### src/rtl/cu_pwr_pkg.sv
// Shared power-management types: monitor FSM encoding and the
// sleep-handshake widths seen by the power controller.
package cu_pwr_pkg;

    typedef enum logic [2:0] {
        MON_IDLE  = 3'd0,
        MON_WAIT  = 3'd1,
        MON_RUN   = 3'd2,
        MON_DRAIN = 3'd3,
        MON_SLEEP = 3'd4
    } mon_state_e;

    localparam int SLEEP_REQ_W   = 1;
    localparam int DELAY_SLEEP_W = 1;

    function automatic logic mon_busy(mon_state_e s);
        return (s == MON_WAIT) || (s == MON_RUN) || (s == MON_DRAIN);
    endfunction

endpackage

### src/rtl/cu_sleep_monitor_if.sv
// Observed CU<->L2 request/response handshake bundle.
// The monitor only listens, so it takes the slave view.
interface cu_sleep_monitor_if;

    logic req_valid;
    logic req_ready;
    logic rsp_valid;
    logic rsp_ready;

    modport master (
        output req_valid, req_ready,
        output rsp_valid, rsp_ready
    );

    modport slave (
        input req_valid, req_ready,
        input rsp_valid, rsp_ready
    );

endinterface

### src/rtl/cu_outstanding_cnt.sv
// In-flight memory request counter with saturation and a sticky
// error flag for overflow or (unless suppressed) underflow.
module cu_outstanding_cnt #(
    parameter int MAX_OUTSTANDING = 16,
    parameter int CW = $clog2(MAX_OUTSTANDING + 1)
) (
    input  logic              clk,
    input  logic              rst_n,
    input  logic              clr,
    input  logic              ign_uf,
    cu_sleep_monitor_if.slave mem,
    output logic [CW-1:0]     count,
    output logic              err
);

    localparam logic [CW-1:0] CMAX = CW'(MAX_OUTSTANDING);

    logic inc;
    logic dec;

    assign inc = mem.req_valid & mem.req_ready;
    assign dec = mem.rsp_valid & mem.rsp_ready;

    always_ff @(posedge clk or negedge rst_n) begin
        if (!rst_n) begin
            count <= '0;
            err   <= 1'b0;
        end else if (clr) begin
            count <= '0;
        end else if (inc && !dec) begin
            if (count == CMAX) err <= 1'b1;
            else count <= count + 1'b1;
        end else if (dec && !inc) begin
            // responses to requests issued before a CU reset are expected
            if (count == '0) begin
                if (!ign_uf) err <= 1'b1;
            end else begin
                count <= count - 1'b1;
            end
        end
    end

endmodule

### src/rtl/cu_sleep_monitor.sv
// Per-CU idle monitor: requests sleep after the warps and the memory
// path have been quiet for QUIET_CYCLES consecutive cycles.
module cu_sleep_monitor
    import cu_pwr_pkg::*;
#(
    parameter int NUM_WARPS       = 4,
    parameter int MAX_OUTSTANDING = 16,
    parameter int QUIET_CYCLES    = 4,
    localparam int OW = $clog2(MAX_OUTSTANDING + 1)
) (
    input  logic                     clk_i,
    input  logic                     rst_ni,
    input  logic                     cu_rst_n_i,
    input  logic [NUM_WARPS-1:0]     warp_active_i,
    input  logic                     mem_req_valid_i,
    input  logic                     mem_req_ready_i,
    input  logic                     mem_rsp_valid_i,
    input  logic                     mem_rsp_ready_i,
    output logic [SLEEP_REQ_W-1:0]   cu_sleep_req_o,
    output logic [DELAY_SLEEP_W-1:0] cu_delay_sleep_o,
    output logic                     busy_o,
    output logic [OW-1:0]            outstanding_o,
    output logic                     err_o
);

    localparam int QW = (QUIET_CYCLES > 1) ? $clog2(QUIET_CYCLES) : 1;
    localparam logic [QW-1:0] QLAST = QW'(QUIET_CYCLES - 1);

    cu_sleep_monitor_if mem_if ();

    assign mem_if.req_valid = mem_req_valid_i;
    assign mem_if.req_ready = mem_req_ready_i;
    assign mem_if.rsp_valid = mem_rsp_valid_i;
    assign mem_if.rsp_ready = mem_rsp_ready_i;

    mon_state_e    state;
    mon_state_e    state_nx;
    logic [QW-1:0] quiet;
    logic [QW-1:0] quiet_nx;
    logic          go_sleep;
    logic          req_fire;
    logic          rsp_fire;
    logic          quiet_cyc;
    logic          any_warp;

    assign req_fire = mem_req_valid_i & mem_req_ready_i;
    assign rsp_fire = mem_rsp_valid_i & mem_rsp_ready_i;
    assign any_warp = |warp_active_i;

    assign quiet_cyc = ~any_warp & (outstanding_o == '0)
                     & ~req_fire & ~rsp_fire;

    cu_outstanding_cnt #(
        .MAX_OUTSTANDING(MAX_OUTSTANDING),
        .CW             (OW)
    ) u_cnt (
        .clk   (clk_i),
        .rst_n (rst_ni),
        .clr   (~cu_rst_n_i),
        .ign_uf((state == MON_IDLE) || (state == MON_WAIT)),
        .mem   (mem_if.slave),
        .count (outstanding_o),
        .err   (err_o)
    );

    always_comb begin
        state_nx = state;
        quiet_nx = quiet;
        go_sleep = 1'b0;
        unique case (state)
            MON_IDLE:  state_nx = MON_WAIT;
            MON_WAIT:  if (any_warp) state_nx = MON_RUN;
            MON_RUN: begin
                if (!any_warp) begin
                    state_nx = MON_DRAIN;
                    quiet_nx = '0;
                end
            end
            MON_DRAIN: begin
                if (any_warp) begin
                    state_nx = MON_RUN;
                end else if (quiet_cyc) begin
                    if (quiet == QLAST) begin
                        state_nx = MON_SLEEP;
                        go_sleep = 1'b1;
                    end else begin
                        quiet_nx = quiet + 1'b1;
                    end
                end else begin
                    quiet_nx = '0;
                end
            end
            MON_SLEEP: state_nx = MON_SLEEP;
            default:   state_nx = MON_IDLE;
        endcase
        if (!cu_rst_n_i) begin
            state_nx = MON_IDLE;
            quiet_nx = '0;
            go_sleep = 1'b0;
        end
    end

    always_ff @(posedge clk_i or negedge rst_ni) begin
        if (!rst_ni) begin
            state          <= MON_IDLE;
            quiet          <= '0;
            cu_sleep_req_o <= '0;
        end else begin
            state          <= state_nx;
            quiet          <= quiet_nx;
            cu_sleep_req_o <= go_sleep;
        end
    end

    assign busy_o = mon_busy(state);

    // a request accepted this cycle defers sleep before it reaches the count
    assign cu_delay_sleep_o = (state != MON_IDLE)
                            & ((outstanding_o != '0) | req_fire);

endmodule

### config.mk
export PLATFORM = sky130hd
export DESIGN_NAME = cu_sleep_monitor
export DESIGN_NICKNAME = d
export VERILOG_FILES = /design/src/rtl/cu_pwr_pkg.sv /design/src/rtl/cu_sleep_monitor_if.sv /design/src/rtl/cu_outstanding_cnt.sv /design/src/rtl/cu_sleep_monitor.sv
export SDC_FILE = /design/constraint.sdc
export NUM_CORES = 1
export LEC_CHECK = 0
export CAP_MARGIN = 20
export CORE_MARGIN = 1
export CORE_UTILIZATION = 48
export CTS_BUF_LIST = sky130_fd_sc_hd__clkbuf_16
export CTS_CLUSTER_SIZE = 30
export DETAILED_ROUTE_END_ITERATION = 12
export PLACE_DENSITY = 0.74
export SYNTH_ARGS = -nofsm -noshare
export SYNTH_HDL_FRONTEND = slang
export SYNTH_HIERARCHICAL = 1
export SYNTH_SLANG_ARGS = --single-unit
### constraint.sdc
create_clock -name clk_i -period 2.83 [get_ports clk_i]
set_clock_uncertainty 0.2 [all_clocks]
set_input_delay 0.4245 -clock clk_i [delete_from_list [all_inputs] [get_ports clk_i]]
set_output_delay 0.4245 -clock clk_i [all_outputs]
set_load 0.01 [all_outputs]
**After elaboration in Yosys (flattened, before gate mapping)**

Index checks and enable logic that the tools add are counted.

- Reductions and logical operators: 18
- Bitwise logic cells: 10
- Add/subtract/negate cells: 3
- Equal/unequal tests: 18
- Muxes and demuxes: 28

Operator list:

| operator | number |
|---|---|
| $mux W5 | 5 |
| $mux W3 | 6 |
| $pmux W3 S5 | 1 |
| $ne A3 B3 Y1 const B | 4 |
| $ne A4 B4 Y1 const B | 3 |
| $mux W1 | 10 |
| $mux W2 | 5 |
| $reduce_and A4 Y1 | 2 |
| $and A1 B1 Y1 | 6 |
| $eq A3 B2 Y1 const B | 2 |
| $ne A3 B1 Y1 const B | 2 |
| $add A5 B1 Y5 const B | 1 |
| $eq A5 B5 Y1 const B | 1 |
| $logic_not A5 Y1 | 1 |
| $reduce_and A5 Y1 | 1 |
| $reduce_bool A5 Y1 | 1 |
| $sub A5 B1 Y5 const B | 1 |
| $ne A2 B2 Y1 const B | 2 |
| $pmux W2 S2 | 1 |
| $reduce_bool A2 Y1 | 2 |
| $reduce_or A4 Y1 | 1 |
| $eq A3 B1 Y1 const B | 1 |
| $eq A3 B3 Y1 const B | 1 |
| $logic_not A3 Y1 | 1 |
| 10 further kinds | 16 |

- Input port bits: 11
- Logic and storage cells: 82
- Register bits after elaboration: 12

**Logic depth before layout (Yosys ltp)**

Gate-level depths: netlist (run 1).

- Word-level depth: 9
- Depth in mapped cells: 8
- Gate-level depth less buffers: 8

**By module**

The synthesis (run 1) kept the hierarchy.

Modules (own cells, without submodules):

| module | times used | seq. area each (µm²) | area each (µm²) | cells each |
|---|---|---|---|---|
| cu_outstanding_cnt | 1 | 150.1 | 461.7 | 52 |
| cu_sleep_monitor | 1 | 150.1 | 387.9 | 40 |

**Least setup slack after synthesis (run 1)**

No wires, ideal clock.

- Kind: input to register
- Start: input mem_req_valid_i
- End: register u_cnt.count[4]
- Library setup time: 127 ps
- Arrival: 1935 ps
- Path buffers: 0
- Cell stages on the path: 8
- Path slack: 567 ps
- Cell sequence: and2_1 > ha_1 > inv_1 > ha_1 > a21oi_1 > a21oi_1 > o21ai_2 > mux2_1

- Cells in the longest elaborated chain, start to end: 5
- Elaborated cells on any way between the ends: 10

RTL lines:

| what | RTL line | RTL |
|---|---|---|
| from (decl) | cu_sleep_monitor.sv:15 | `input logic mem_req_valid_i,` |
| $and A1 B1 Y1 (*) | cu_outstanding_cnt.sv:21 | `assign inc = mem.req_valid & mem.req_ready;` |
| $logic_not A1 Y1 | cu_outstanding_cnt.sv:33 | `end else if (dec && !inc) begin` |
| $logic_and A1 B1 Y1 | cu_outstanding_cnt.sv:33 |  |
| $ne A3 B1 Y1 (no source line) | -- |  |
| $reduce_and A3 Y1 (no source line) | -- |  |
| to (signal assigned) | cu_outstanding_cnt.sv:32 | `else count <= count + 1'b1;` |
| to (signal assigned) | cu_outstanding_cnt.sv:38 | `count <= count - 1'b1;` |
| to (decl) | cu_outstanding_cnt.sv:12 | `output logic [CW-1:0] count,` |

Every way passes the cells marked *; elsewhere a longest branch is shown, timed or not.
A chain may end at the register's enable or synchronous reset.

**Worst setup path in the final report (run 1)**

Ends and elaborated chain as after synthesis.

==> impl_metrics.ini, run 1 <==
[outcome]
status = complete, no violations

[synthesis]
synth_top_area_share_pct = 35.3
synth_area_leaders = dfrtp_1 35%, ha_1 10%, a21oi_1 5.3%, nor2_1 4.4%, nand2_1 3.5%
async_flop_share_pct = 100
yosysSeqAreaShare_pct = 35.3
yosys.area.top_type = dfrtp_1
ys_ff_latch = 12
synth_edf_count = 0
syn_area_um2 = 850
avgSynthCellArea_um2 = 9.23
syn_inst = 92
yosys_warnings = 6
yosysUniqueCellTypes = 34
syn_nets = 110
ys.flop_type = dfrtp_1

[pwr]
powerDensity_nw_per_um2 = 833
power.leakage_nw = 0.479
ir_drop_mv = 0.669
power_mw = 0.954

[sta]
fin_crit_ns = 2.63
maxSlewViolCount = 0
rsz0062_at_grt = no
whs_ns = 0.249
slew_headroom_pct = 63.5
setup_viol = 0
hold_viol = 0
fmax_mhz = 380
timing.final.crit_share_pct = 93.0
worstMarginPinSlew_ns = 0.545

[setup_path]
crit_start = mem_req_valid_i
r2r_cells = 5
critical_path.most_common_cell = ha_1
crit_fanout = 4
slowest_stage = clkdlybuf4s50_1
endpoint = u_cnt/count[4]
setup.worst_path.class = in -> reg
endpoint_kind = register
crit_arrival_ns = 2.55
path_cells = clkdlybuf4s50_1, and2_1, ha_1, xnor2_1, ha_1, o211ai_1, and3_1, o21ai_2, mux2_1
max_stage_delay_ns = 0.41
timing.rr.start = u_cnt/count[1]
rr_endpoint = u_cnt/count[4]
critPathRequiredTime_ns = 2.75
r2r_slack_ns = 0.74
startpoint_type = input pin

[grt]
grt_overflow = 0
antenna_found_initial = 0
grt_max_degree = 13
grt_pass1_vias = 759
grt_pass1_wl_um = 3440
grt_use_total_pct = 24.4

[floorplan]
core_um2 = 1580
start_util_pct = 53.9
die_area_um2 = 1940
pin_count = 20
num_rows = 14
die_w_um = 44.1
die_h_um = 44.1

[clocking]
clkLatencyLatePin_ns = 0.24
cts_setup_buffers = 0
root_buffer = clkbuf_16
cts.sinks = 12
hold_buffers = 0
path_clk_slew_ns = 0.04
clockBufferDepth = 2
numCtsBuffers = 3
tritoncts = built
cts_htree_levels = 1
cts-resized-gates = 0

[route]
drc = 0
routedWlPerCell_um = 15.3
first_pass_iters = 6
totalWireLength_um = 2020
routed_via_density = 5.96
ant_nets = 0
routed-via-count = 787
drt_iter0_drc = 20

[place]
portBuffers = 19
post_dp_cell_area_um2 = 1070
gp_congestion = 0.916
post-dp-hpwl_um = 1570
placed_cells_incl_taps = 128

[layout]
area_delta_synth_final_pct = 34.9
final_util_pct = 72.7
drive_above_1_share_pct = 14.7
nets = 135
fillers = 132
diodes = 0
finalInstanceArea_um2 = 1150
fin_cells = 132

[worst_hold_path]
hold_path.class = reg -> reg
min-delay-start = u_cnt/err

[job]
drv_cap = 0
## cells in the final DEF (no fill, tap or decap), types with 3 or more instances in the layout
master and n:
nand3_1 3, nand2_1 8, inv_1 3, a31oi_1 3, o21ai_0 4, ha_1 7
a21oi_1 9, clkbuf_16 3, clkdlybuf4s50_1 19, nor2b_1 3, dfrtp_1 12, nor2_1 10
## flip-flops by register name, indices dropped and copies added, names as in the netlist
name            cells
u_cnt/count         5
u_cnt/err           1
quiet               2
cu_sleep_req_o      1
state               3
## worst min path at each step
stage	end	slack, ns	depth (start not counted)
after CTS	u_cnt/err	0.25	1
final	u_cnt/err	0.25	1
after global placement	u_cnt/err	0.24	1
after detailed placement	u_cnt/err	0.25	1
after global routing	u_cnt/err	0.26	1
after floorplan	cu_sleep_req_o	-0.07	0
## metrics by stage
step	setup TNS (ns)	setup WS, ns
after floorplan	0	0.567
after detailed placement	-0.0181	-0.0181
final	0	0.198
after global placement	0	0.0376
after global routing	0	0.0847
after CTS	0	0.229
## cells by family (layout without fill, tap and decap cells)
family	count (synthesis)	count (layout)	share of synthesized area [%]
xor+xnor	2	2	2.06
compound gates	24	24	18.4
mux	1	1	1.33
fa+ha+maj	7	7	10.3
simple gates	43	43	31.2
buf+inv	3	27	1.33
flops	12	12	35.3
## critical path, delay by kind of cell
family	cells	cell delay [ns]
AOI/OAI and AO/OA	2	0.25
xor gates and xnor gates	1	0.27
and+or+nand+nor	2	0.39
adders and majority gates	2	0.50
muxes	1	0.32
buffers and inverters	1	0.41
## power by group
part           internal, mW  switching (mW)  total (mW)  leakage, nW
clock network         0.186          0.0730       0.259       0.0385
registers             0.207          0.0568       0.264        0.160
logic                 0.229           0.203       0.432        0.280
## cells in the mapped netlist, drive strengths merged, types with 2 or more instances
master / instances
dfrtp: 12
nor2: 11
a21oi: 9
nand2: 8
ha: 7
o21ai: 5
and3: 4
a31oi: 3
inv: 3
nand3: 3
nor2b: 3
and2: 2
and2b: 2
nand4: 2
nor3: 2
nor4: 2
xnor2: 2
## cell type report
cell class	instances	area, um^2	area share [%]
Tap cell	16	20.0	1.75
Multi-Input combinational cell	77	538	46.9
Timing Repair Buffer	20	198	17.2
Inverter	3	11.3	0.983
Clock inverter	1	3.75	0.328
Sequential cell	12	300	26.2
Clock buffer	3	75.1	6.55
## metal layers
| layer | up-vias | share of wire (%) | global-route usage (%) |
|---|---|---|---|
| li1 | 388 | - | - |
| met1 | 374 | 43 | 31.7 |
| met3 | 2 | 5.8 | 4.90 |
| met5 | - | 0 | 0 |
| met4 | 0 | 0.69 | 7.27 |
| met2 | 23 | 50 | 41.2 |
Power figures use the tool's default switching activity.
==> inputs of run 2 (changes only) <==
--- a/config.mk
+++ b/config.mk
@@ -7,11 +7,11 @@
 export LEC_CHECK = 0
 export CAP_MARGIN = 20
 export CORE_MARGIN = 1
-export CORE_UTILIZATION = 48
+export CORE_UTILIZATION = 52
 export CTS_BUF_LIST = sky130_fd_sc_hd__clkbuf_16
 export CTS_CLUSTER_SIZE = 30
 export DETAILED_ROUTE_END_ITERATION = 12
-export PLACE_DENSITY = 0.74
+export PLACE_DENSITY = 0.8
 export SYNTH_ARGS = -nofsm -noshare
 export SYNTH_HDL_FRONTEND = slang
 export SYNTH_HIERARCHICAL = 1
==> constraint.sdc (replaced) <==
create_clock -name clk_i -period 3.3 [get_ports clk_i]
set_clock_uncertainty 0.2 [all_clocks]
set_input_delay 0.495 -clock clk_i [delete_from_list [all_inputs] [get_ports clk_i]]
set_output_delay 0.495 -clock clk_i [all_outputs]
set_load 0.01 [all_outputs]
==> impl_metrics.ini, run 2 (synthesis gave the netlist of run 1 again) <==
[floorplan]
die_w_um = 42.4
pin_count = 20
die_h_um = 42.4
start_util_pct = 55.7
die_area_um2 = 1800
core_um2 = 1520
num_rows = 14

[place]
place_ws_ns = 0.372
gp_congestion = 0.778
portBuffers = 19
post-dp-hpwl_um = 1380
post_dp_cell_area_um2 = 1060

[layout]
layout_commonest_cell = clkdlybuf4s50_1
largest_register_ffs = 5
nets = 134
layout_top_registers = u_cnt/count: 5 flops, state: 3 flops, quiet: 2 flops
diodes = 0
top_register = u_cnt/count
drive_above_1_share_pct = 13.9
fillers = 112
area_delta_synth_final_pct = 34.0
layout.cells.most_common_list = 19 x clkdlybuf4s50_1, 12 x dfrtp_1, 10 x nor2_1
finalInstanceArea_um2 = 1140

[route]
totalWireLength_um = 1860
routedWlPerCell_um = 14.2
drc = 0
drt_iter0_drc = 20
ant_nets = 0
routed_via_density = 5.85
routed-via-count = 766
first_pass_iters = 4

[setup_path]
rr_endpoint = u_cnt/count[4]
r2r_slack_ns = 1.18
cp.depth = 9
slowest_stage = clkdlybuf4s50_1
setup.worst_path.class = in -> reg
critPathRequiredTime_ns = 3.22
crit_arrival_ns = 2.65
timing.rr.start = u_cnt/count[1]
max_stage_delay_ns = 0.48
crit_family = buffers and inverters
crit_fanout = 6
r2r_cells = 5
startpoint_type = input pin
crit_start = mem_req_ready_i
endpoint = u_cnt/count[4]
endpoint_kind = register
path_cells = clkdlybuf4s50_1, and2_1, ha_1, inv_1, ha_1, a21oi_1, a21oi_1, o21ai_2, mux2_1
path_buf_inv = 2

[sta]
rsz0062_at_grt = no
fin_crit_ns = 2.74
setup_viol = 0
maxSlewViolCount = 0
fmax_mhz = 365
timing.final.crit_share_pct = 82.9
fin_setup_tns_ns = 0
whs_ns = 0.261
worstMarginPinSlew_ns = 0.545
hold_viol = 0
slew_headroom_pct = 63.6
setup_ws_ns = 0.564

[grt]
antenna_found_initial = 0
grt_pass1_vias = 696
grt_pass1_wl_um = 3090
grt_use_total_pct = 23.5
grt_max_degree = 13
grt_overflow = 0

[clocking]
numCtsBuffers = 3
hold_buffers = 0
cts.sinks = 12
clkLatencyLatePin_ns = 0.24
cts-resized-gates = 0
path_clk_slew_ns = 0.04
cts_htree_levels = 1
cts_setup_buffers = 0
tritoncts = built
root_buffer = clkbuf_16
clockBufferDepth = 2

[outcome]
status = complete, no violations

[pwr]
ir_drop_mv = 0.581
power_mw = 0.810
power.leakage_nw = 0.475
powerDensity_nw_per_um2 = 712

[worst_hold_path]
hold_path.class = reg -> reg

[job]
drv_cap = 0
## run 2: worst min path at each step
stage	slack (ns)	end	cells past startpoint	startpoint
final	0.26	u_cnt/err	1	u_cnt/err
after global routing	0.28	u_cnt/err	1	u_cnt/err
after CTS	0.27	u_cnt/err	1	u_cnt/err
after detailed placement	0.25	u_cnt/err	1	u_cnt/err
after global placement	0.24	u_cnt/err	1	u_cnt/err
after floorplan	-0.0006	cu_sleep_req_o	0	rst_ni
## run 2: where the power goes
part           total, mW  switching [mW]  leakage (nW)  internal (mW)
Clock              0.221          0.0614        0.0385          0.159
Combinational      0.362           0.168         0.276          0.194
Sequential         0.228          0.0504         0.160          0.177
Total              0.810           0.280         0.475          0.530
## run 2: cell type report
| cell class | count | area (um^2) | area share, % |
|---|---|---|---|
| multi-input cells | 77 | 538 | 47.3 |
| inverters | 3 | 11.3 | 0.989 |
| repair buffers | 19 | 190 | 16.7 |
| flip-flops and latches | 12 | 300 | 26.4 |
| clock inverters | 1 | 3.75 | 0.330 |
| well taps | 16 | 20.0 | 1.76 |
| clock buffers | 3 | 75.1 | 6.59 |
## run 2: routing by layer
metal	part of all wire, %	track usage (%)	up-vias
li1	-	-	386
met1	48	31.6	358
met2	45	36.0	20
met3	6.1	8.62	2
met4	0.59	5.63	0
met5	0	0	-
## run 2: worst reg2reg max path, stage by stage, from the launching register on
cell and delay [ns]:
dfrtp_1 0.45, or4_4 0.59, a211oi_2 0.24, nor2_2 0.11, o21ai_2 0.07, mux2_1 0.33
## run 2: through the flow
stage	std cells	utilization, %
2_1_floorplan	92	-
5_1_grt	131	74.7
3_3_place_gp	127	69.5
3_5_place_dp	127	69.5
6_report	131	74.7
4_1_cts	131	74.7
